[config.mk]
export PLATFORM = sky130hd
export DESIGN_NAME = spi_flash_mux_arbiter_flat
export DESIGN_NICKNAME = d
export VERILOG_FILES = /design/src/rtl/spi_flash_mux_arbiter_if.sv /design/src/rtl/spi_flash_mux_arbiter.sv /design/src/flat_wrapper.sv
export SDC_FILE = /design/constraint.sdc
export NUM_CORES = 1
export LEC_CHECK = 0
export BUFFER_PORTS_ARGS = -buffer_cell sky130_fd_sc_hd__buf_2
export CAP_MARGIN = 20
export CORE_MARGIN = 1.5
export CORE_UTILIZATION = 35
export CTS_CLUSTER_DIAMETER = 60
export DETAILED_ROUTE_END_ITERATION = 12
export PLACE_DENSITY = 0.54
export SETUP_SLACK_MARGIN = 0.1
export SYNTH_ARGS = -nofsm -noshare
export SYNTH_HDL_FRONTEND = slang
export SYNTH_SLANG_ARGS = --single-unit
[constraint.sdc]
create_clock -name clk -period 4.83 [get_ports clk]
set_clock_uncertainty 0.05 [all_clocks]
set_input_delay 0.966 -clock clk [delete_from_list [all_inputs] [get_ports clk]]
set_output_delay 0.966 -clock clk [all_outputs]
set_load 0.02 [all_outputs]
[src/rtl/spi_flash_mux_arbiter_if.sv]
`timescale 1ns/1ps
// Signal bundle around spi_flash_mux_arbiter: host pins, BMC pins with req/gnt, flash pins, status.
// "slave" is the arbiter's view of the bundle; "master" is the view of everything around it.
interface spi_flash_mux_arbiter_if #(
    parameter int CNT_W = 8
);
    logic             m0_sclk;
    logic             m0_mosi;
    logic             m0_ss_n;
    logic             m0_miso;
    logic             m1_req;
    logic             m1_gnt;
    logic             m1_sclk;
    logic             m1_mosi;
    logic             m1_ss_n;
    logic             m1_miso;
    logic             flash_sclk;
    logic             flash_mosi;
    logic             flash_ss_n;
    logic             flash_miso;
    logic [1:0]       owner;
    logic [CNT_W-1:0] conflict_cnt;
    logic             conflict_clr;

    modport slave (
        input  m0_sclk, m0_mosi, m0_ss_n,
        input  m1_req, m1_sclk, m1_mosi, m1_ss_n,
        input  flash_miso, conflict_clr,
        output m0_miso, m1_gnt, m1_miso,
        output flash_sclk, flash_mosi, flash_ss_n,
        output owner, conflict_cnt
    );

    modport master (
        output m0_sclk, m0_mosi, m0_ss_n,
        output m1_req, m1_sclk, m1_mosi, m1_ss_n,
        output flash_miso, conflict_clr,
        input  m0_miso, m1_gnt, m1_miso,
        input  flash_sclk, flash_mosi, flash_ss_n,
        input  owner, conflict_cnt
    );
endinterface

[src/rtl/spi_flash_mux_arbiter.sv]
`timescale 1ns/1ps
// Shares one SPI flash between the host SoC (master 0, raw pins, priority) and the BMC
// (master 1, req/gnt). Ownership changes only between frames, with a guard gap after release.
module spi_flash_mux_arbiter #(
    parameter int SYNC_STAGES  = 2,
    parameter int GUARD_CYCLES = 4,
    parameter bit CPOL         = 1'b0,
    parameter int CNT_W        = 8
) (
    input  logic                  clk,
    input  logic                  reset,
    spi_flash_mux_arbiter_if.slave bus
);
    typedef enum logic [1:0] {IDLE, OWN0, OWN1, GUARD} state_t;

    localparam logic [7:0] GUARD_LOAD = 8'(GUARD_CYCLES);

    state_t                 state;
    logic [SYNC_STAGES-1:0] m0_sync;
    logic [SYNC_STAGES-1:0] m1_sync;
    logic                   req0;
    logic                   act1;
    logic                   req0_q;
    logic                   conflict_evt;
    logic [7:0]             guard_cnt;
    logic                   from_own1;
    logic                   gnt_q;
    logic [1:0]             owner_q;
    logic [CNT_W-1:0]       cnt_q;

    // Chip selects idle high, so the synchronizers reset to 1 to avoid a phantom request.
    always_ff @(posedge clk or posedge reset) begin
        if (reset) begin
            m0_sync <= '1;
            m1_sync <= '1;
            req0_q  <= 1'b0;
        end else begin
            m0_sync <= {m0_sync[SYNC_STAGES-2:0], bus.m0_ss_n};
            m1_sync <= {m1_sync[SYNC_STAGES-2:0], bus.m1_ss_n};
            req0_q  <= req0;
        end
    end

    assign req0 = ~m0_sync[SYNC_STAGES-1];
    assign act1 = ~m1_sync[SYNC_STAGES-1];

    // NOTE: every register here updates with <= so all flops sample the same pre-edge values.
    always_ff @(posedge clk or posedge reset) begin
        if (reset) begin
            state     <= IDLE;
            guard_cnt <= '0;
            from_own1 <= 1'b0;
            gnt_q     <= 1'b0;
            owner_q   <= 2'b00;
        end else begin
            gnt_q   <= (state == OWN1);
            owner_q <= (state == OWN0) ? 2'b01 : (state == OWN1) ? 2'b10 : 2'b00;
            unique case (state)
                IDLE: begin
                    if (req0) begin
                        state <= OWN0;
                    end else if (bus.m1_req) begin
                        state <= OWN1;
                    end
                end
                OWN0: begin
                    if (!req0) begin
                        state     <= GUARD;
                        guard_cnt <= GUARD_LOAD;
                        from_own1 <= 1'b0;
                    end
                end
                OWN1: begin
                    if (!bus.m1_req && !act1) begin
                        state     <= GUARD;
                        guard_cnt <= GUARD_LOAD;
                        from_own1 <= 1'b1;
                    end
                end
                GUARD: begin
                    if (guard_cnt == 8'd1) begin
                        state     <= IDLE;
                        guard_cnt <= '0;
                        from_own1 <= 1'b0;
                    end else begin
                        guard_cnt <= guard_cnt - 8'd1;
                    end
                end
            endcase
        end
    end

    assign conflict_evt = req0 & ~req0_q & ((state == OWN1) | ((state == GUARD) & from_own1));

    // A clear takes precedence over a coincident conflict event.
    always_ff @(posedge clk or posedge reset) begin
        if (reset) begin
            cnt_q <= '0;
        end else if (bus.conflict_clr) begin
            cnt_q <= '0;
        end else if (conflict_evt && (cnt_q != '1)) begin
            cnt_q <= cnt_q + 1'b1;
        end
    end

    // The mux decodes the state register, not owner_q, so the host sees SYNC_STAGES+1 latency
    // and reset releases flash_ss_n asynchronously.
    always_comb begin
        // NOTE: defaults first so no path through this block leaves an output unassigned (no latch).
        bus.flash_ss_n = 1'b1;
        bus.flash_sclk = CPOL;
        bus.flash_mosi = 1'b0;
        bus.m0_miso    = 1'b1;
        bus.m1_miso    = 1'b1;
        case (state)
            OWN0: begin
                bus.flash_ss_n = bus.m0_ss_n;
                bus.flash_sclk = bus.m0_sclk;
                bus.flash_mosi = bus.m0_mosi;
                bus.m0_miso    = bus.flash_miso;
            end
            OWN1: begin
                bus.flash_ss_n = bus.m1_ss_n;
                bus.flash_sclk = bus.m1_sclk;
                bus.flash_mosi = bus.m1_mosi;
                bus.m1_miso    = bus.flash_miso;
            end
            default: begin
            end
        endcase
    end

    assign bus.m1_gnt       = gnt_q;
    assign bus.owner        = owner_q;
    assign bus.conflict_cnt = cnt_q;
endmodule
[src/flat_wrapper.sv]
// flat-port wrapper written by rule: the top's interface ports become plain ports
module spi_flash_mux_arbiter_flat 
#(
    parameter int SYNC_STAGES  = 2,
    parameter int GUARD_CYCLES = 4,
    parameter bit CPOL         = 1'b0,
    parameter int CNT_W        = 8
)
  (clk, reset, bus_m0_sclk, bus_m0_mosi, bus_m0_ss_n, bus_m1_req, bus_m1_sclk, bus_m1_mosi, bus_m1_ss_n, bus_flash_miso, bus_conflict_clr, bus_m0_miso, bus_m1_gnt, bus_m1_miso, bus_flash_sclk, bus_flash_mosi, bus_flash_ss_n, bus_owner, bus_conflict_cnt);
  spi_flash_mux_arbiter_if #(.CNT_W(CNT_W)) bus_i ();
  input  logic clk;
  input  logic reset;
  input wire logic [$bits(bus_i.m0_sclk)-1:0] bus_m0_sclk;
  input wire logic [$bits(bus_i.m0_mosi)-1:0] bus_m0_mosi;
  input wire logic [$bits(bus_i.m0_ss_n)-1:0] bus_m0_ss_n;
  input wire logic [$bits(bus_i.m1_req)-1:0] bus_m1_req;
  input wire logic [$bits(bus_i.m1_sclk)-1:0] bus_m1_sclk;
  input wire logic [$bits(bus_i.m1_mosi)-1:0] bus_m1_mosi;
  input wire logic [$bits(bus_i.m1_ss_n)-1:0] bus_m1_ss_n;
  input wire logic [$bits(bus_i.flash_miso)-1:0] bus_flash_miso;
  input wire logic [$bits(bus_i.conflict_clr)-1:0] bus_conflict_clr;
  output wire logic [$bits(bus_i.m0_miso)-1:0] bus_m0_miso;
  output wire logic [$bits(bus_i.m1_gnt)-1:0] bus_m1_gnt;
  output wire logic [$bits(bus_i.m1_miso)-1:0] bus_m1_miso;
  output wire logic [$bits(bus_i.flash_sclk)-1:0] bus_flash_sclk;
  output wire logic [$bits(bus_i.flash_mosi)-1:0] bus_flash_mosi;
  output wire logic [$bits(bus_i.flash_ss_n)-1:0] bus_flash_ss_n;
  output wire logic [$bits(bus_i.owner)-1:0] bus_owner;
  output wire logic [$bits(bus_i.conflict_cnt)-1:0] bus_conflict_cnt;
  assign bus_i.m0_sclk = bus_m0_sclk;
  assign bus_i.m0_mosi = bus_m0_mosi;
  assign bus_i.m0_ss_n = bus_m0_ss_n;
  assign bus_i.m1_req = bus_m1_req;
  assign bus_i.m1_sclk = bus_m1_sclk;
  assign bus_i.m1_mosi = bus_m1_mosi;
  assign bus_i.m1_ss_n = bus_m1_ss_n;
  assign bus_i.flash_miso = bus_flash_miso;
  assign bus_i.conflict_clr = bus_conflict_clr;
  assign bus_m0_miso = bus_i.m0_miso;
  assign bus_m1_gnt = bus_i.m1_gnt;
  assign bus_m1_miso = bus_i.m1_miso;
  assign bus_flash_sclk = bus_i.flash_sclk;
  assign bus_flash_mosi = bus_i.flash_mosi;
  assign bus_flash_ss_n = bus_i.flash_ss_n;
  assign bus_owner = bus_i.owner;
  assign bus_conflict_cnt = bus_i.conflict_cnt;
  spi_flash_mux_arbiter #(.SYNC_STAGES(SYNC_STAGES), .GUARD_CYCLES(GUARD_CYCLES), .CPOL(CPOL), .CNT_W(CNT_W)) u_core (.clk(clk), .reset(reset), .bus(bus_i));
endmodule
==> flow_metrics.tcl <==
set metrics [dict create \
    syn_area_mm2 0.00143 \
    tightest_slew_ns 0.669 \
    synth_compound_area_share_pct 13.5 \
    synth-seq-cells 26 \
    die_h_um 67.0 \
    cp.arrival_ns 1.65 \
    clock.fmax_ghz 0.375 \
    seq_area_um2 656 \
    grt_pass1_wl_mm 5.22 \
    hold_viol_final 0 \
    max-slew-margin-rel_pct 55.2 \
    grt_max_degree 27 \
    cts_max_level 1 \
    wl_per_cell_um 13.3 \
    postCtsSetupRepairBufs 0 \
    firstDrtPassIters 4 \
    timing.final.crit_share_pct 55.1 \
    antenna_left 0 \
    ir_drop_mv 0.266 \
    ctsHoldBuffers 0 \
    clock_path_buffers 2 \
    layoutNonFillerInstCount 225 \
    root_buffer "clkbuf_8" \
    clk_pin_slew_worst_paths_ns 0.10 \
    tritoncts "built" \
    n_fill_cell 383 \
    clock_sinks 26 \
    multi_input_area_um2 719 \
    met1_usage_pct 18.8 \
    finalSetupViolCount 0 \
    dp.cells 220 \
    antennaDiodeCount 0 \
    cts_resized 0 \
    dr.first_iter.drc_count 58 \
    powerDensity_mw_per_mm2 553 \
    synthFlopType "dfrtp_1" \
    drv_cap 0 \
    initial_utilization_pct 36.0 \
    synth_edf_count 0 \
    drv_slew 0 \
    hold_path.class "reg2reg" \
    finalSetupTns_ns 0 \
    drt-total-wl_mm 2.98 \
    dp_hpwl_mm 2.18 \
    ys_async_sr_fraction_pct 100 \
    rsz0062_at_grt "no" \
    grt_pass1_vias 1145 \
    synthSimpleGateAreaFrac_pct 23.9 \
    area_growth_pct 19.3 \
    worstPathMaxFanout 8 \
    busiest_layer "met2" \
    avgSynthCellArea_um2 9.74 \
    core_mm2 0.00397 \
    layout-drive-gt1-share_pct 27.4 \
    insertion_delay_ns 0.28 \
    worstSetupEndpointType "output pin" \
    die_area_mm2 0.00448 \
    syn-num-nets 166 \
    io_pins 27 \
    ys_types 38 \
    groute.layer.met3.usage_pct 4.05 \
    grt_util_met2_pct 25.9 \
    gp_congestion 0.802 \
    grt_util_all_layers_pct 15.3 \
    numCtsBuffers 3 \
    status "finished, final reports clean" \
    ys_warn_count 0 \
    via_per_inst 5.14 \
    gr-total-overflow 0 \
    synthMuxAreaShare_pct 5.86 \
    criticalPathCategory "reg2out" \
    antenna_found_initial 0 \
    period_needed_ns 2.66 \
    vias 1156 \
    port_buffers 26 \
    cp.required_ns 3.81 \
    syn_inst 147 \
    drc 0 \
    worst_setup_path_start_kind "flop" \
    nNetsFinal 195 \
    synthAdderAreaFrac_pct 6.99 \
    synth_top_family_by_area "simple AND/OR/NAND/NOR gates" \
    synth_xor_area_share_pct 0 \
    fp.dieW_um 67.0 \
    ys_seq_area_share_pct 45.8 \
    power.leakage_nw 0.786 \
    rows 23 \
]
[metrics by stage]
stage	total power, mW	area, um2	worst slack [ns]	hold WS [ns]	util (%)
floorplan	0.659	1430	2.46	0.295	-
global placement	0.750	1610	2.35	0.297	40.5
detailed placement	0.765	1610	2.28	0.299	40.5
CTS	0.953	1680	2.14	0.312	42.3
global route	1.02	1710	2.01	0.316	43.0
finish	0.944	1710	2.17	0.311	43.0
[layout by cell type, fill, tap and decap left out, drive strengths merged, types with 5 or more instances in the layout]
cell type,count
or3,7
nand3,9
ha,8
inv,11
buf,27
nor2,13
o21ai,10
nor2b,5
mux2,5
dfrtp,22
nand2,11
a21oi,8
[metal layers]
metal	vias to the layer above	part of all wire (%)
met5	-	0
li1	581	-
met3	5	2.9
met1	556	46
met4	0	1.3
met2	14	50
[power by group]
group	internal, mW	switching (mW)	leakage (nW)
clock network	0.111	0.0715	0.0357
registers	0.265	0.0433	0.333
logic	0.194	0.260	0.417
[final timing paths]
| kind | from | end | slack, ns | cells past startpoint |
|---|---|---|---|---|
| setup / recovery | u_core.state[0] | bus_flash_sclk | 2.17 | 5 |
| hold / removal | u_core.m1_sync[0] | u_core.m1_sync[1] | 0.31 | 0 |
| setup reg to reg | u_core.state[0] | u_core.from_own1 | 2.46 | 6 |
| hold reg to reg | u_core.m1_sync[0] | u_core.m1_sync[1] | 0.31 | 0 |
| max in group asynchronous | reset | u_core.m0_sync[0] | 3.72 | 3 |
| min in group asynchronous | reset | u_core.bus.conflict_cnt[6] | 0.53 | 2 |
[cells by family (layout without fill, tap and decap cells)]
| family | count (synthesis) | in the layout |
|---|---|---|
| adder cells (fa/ha/maj) | 8 | 8 |
| AND/OR/NAND/NOR | 62 | 62 |
| flip-flops | 26 | 26 |
| multiplexers | 7 | 7 |
| AO/OA/AOI/OAI | 30 | 30 |
| buffers and inverters | 14 | 42 |
[Yosys cell counts, types with 2 or more instances]
library cell | instances | area (um2)
inv_1 | 11 | 41.3
nor2b_1 | 5 | 31.3
o31ai_1 | 2 | 15.0
dfstp_2 | 4 | 105
nand4_1 | 2 | 12.5
or3_1 | 5 | 31.3
mux2i_1 | 2 | 20.0
nand2b_1 | 3 | 18.8
and4_1 | 2 | 17.5
nand3_1 | 9 | 45.0
nor3_1 | 4 | 20.0
dfrtp_1 | 22 | 551
a22oi_1 | 3 | 22.5
o21ai_0 | 10 | 50.1
ha_1 | 8 | 100
nor2_1 | 13 | 48.8
a21oi_1 | 8 | 40.0
nand2_1 | 11 | 41.3
mux2_4 | 2 | 30.0
mux2_2 | 3 | 33.8
[final cells by class]
| cell class | instances | area share, % |
|---|---|---|
| Sequential cell | 26 | 38.4 |
| Inverter | 11 | 2.42 |
| Clock inverter | 1 | 1.76 |
| Clock buffer | 3 | 2.42 |
| Multi-Input combinational cell | 107 | 42.1 |
| Tap cell | 50 | 3.66 |
| Timing Repair Buffer | 27 | 9.23 |
[registers in the layout (all words and copies together) (netlist names)]
signal and cells:
u_core.bus.conflict_cnt 8, u_core.m1_sync 2, u_core.req0_q 1, u_core.guard_cnt 8, u_core.from_own1 1, u_core.bus.owner 2
u_core.m0_sync 2, u_core.state 2
[critical path: stages (launching register included)]
cell,delay [ns]
dfrtp_1,0.43
inv_1,0.12
ha_1,0.36
a22oi_1,0.14
nor2b_1,0.14
buf_2,0.18
Power figures use the tool's default switching activity.
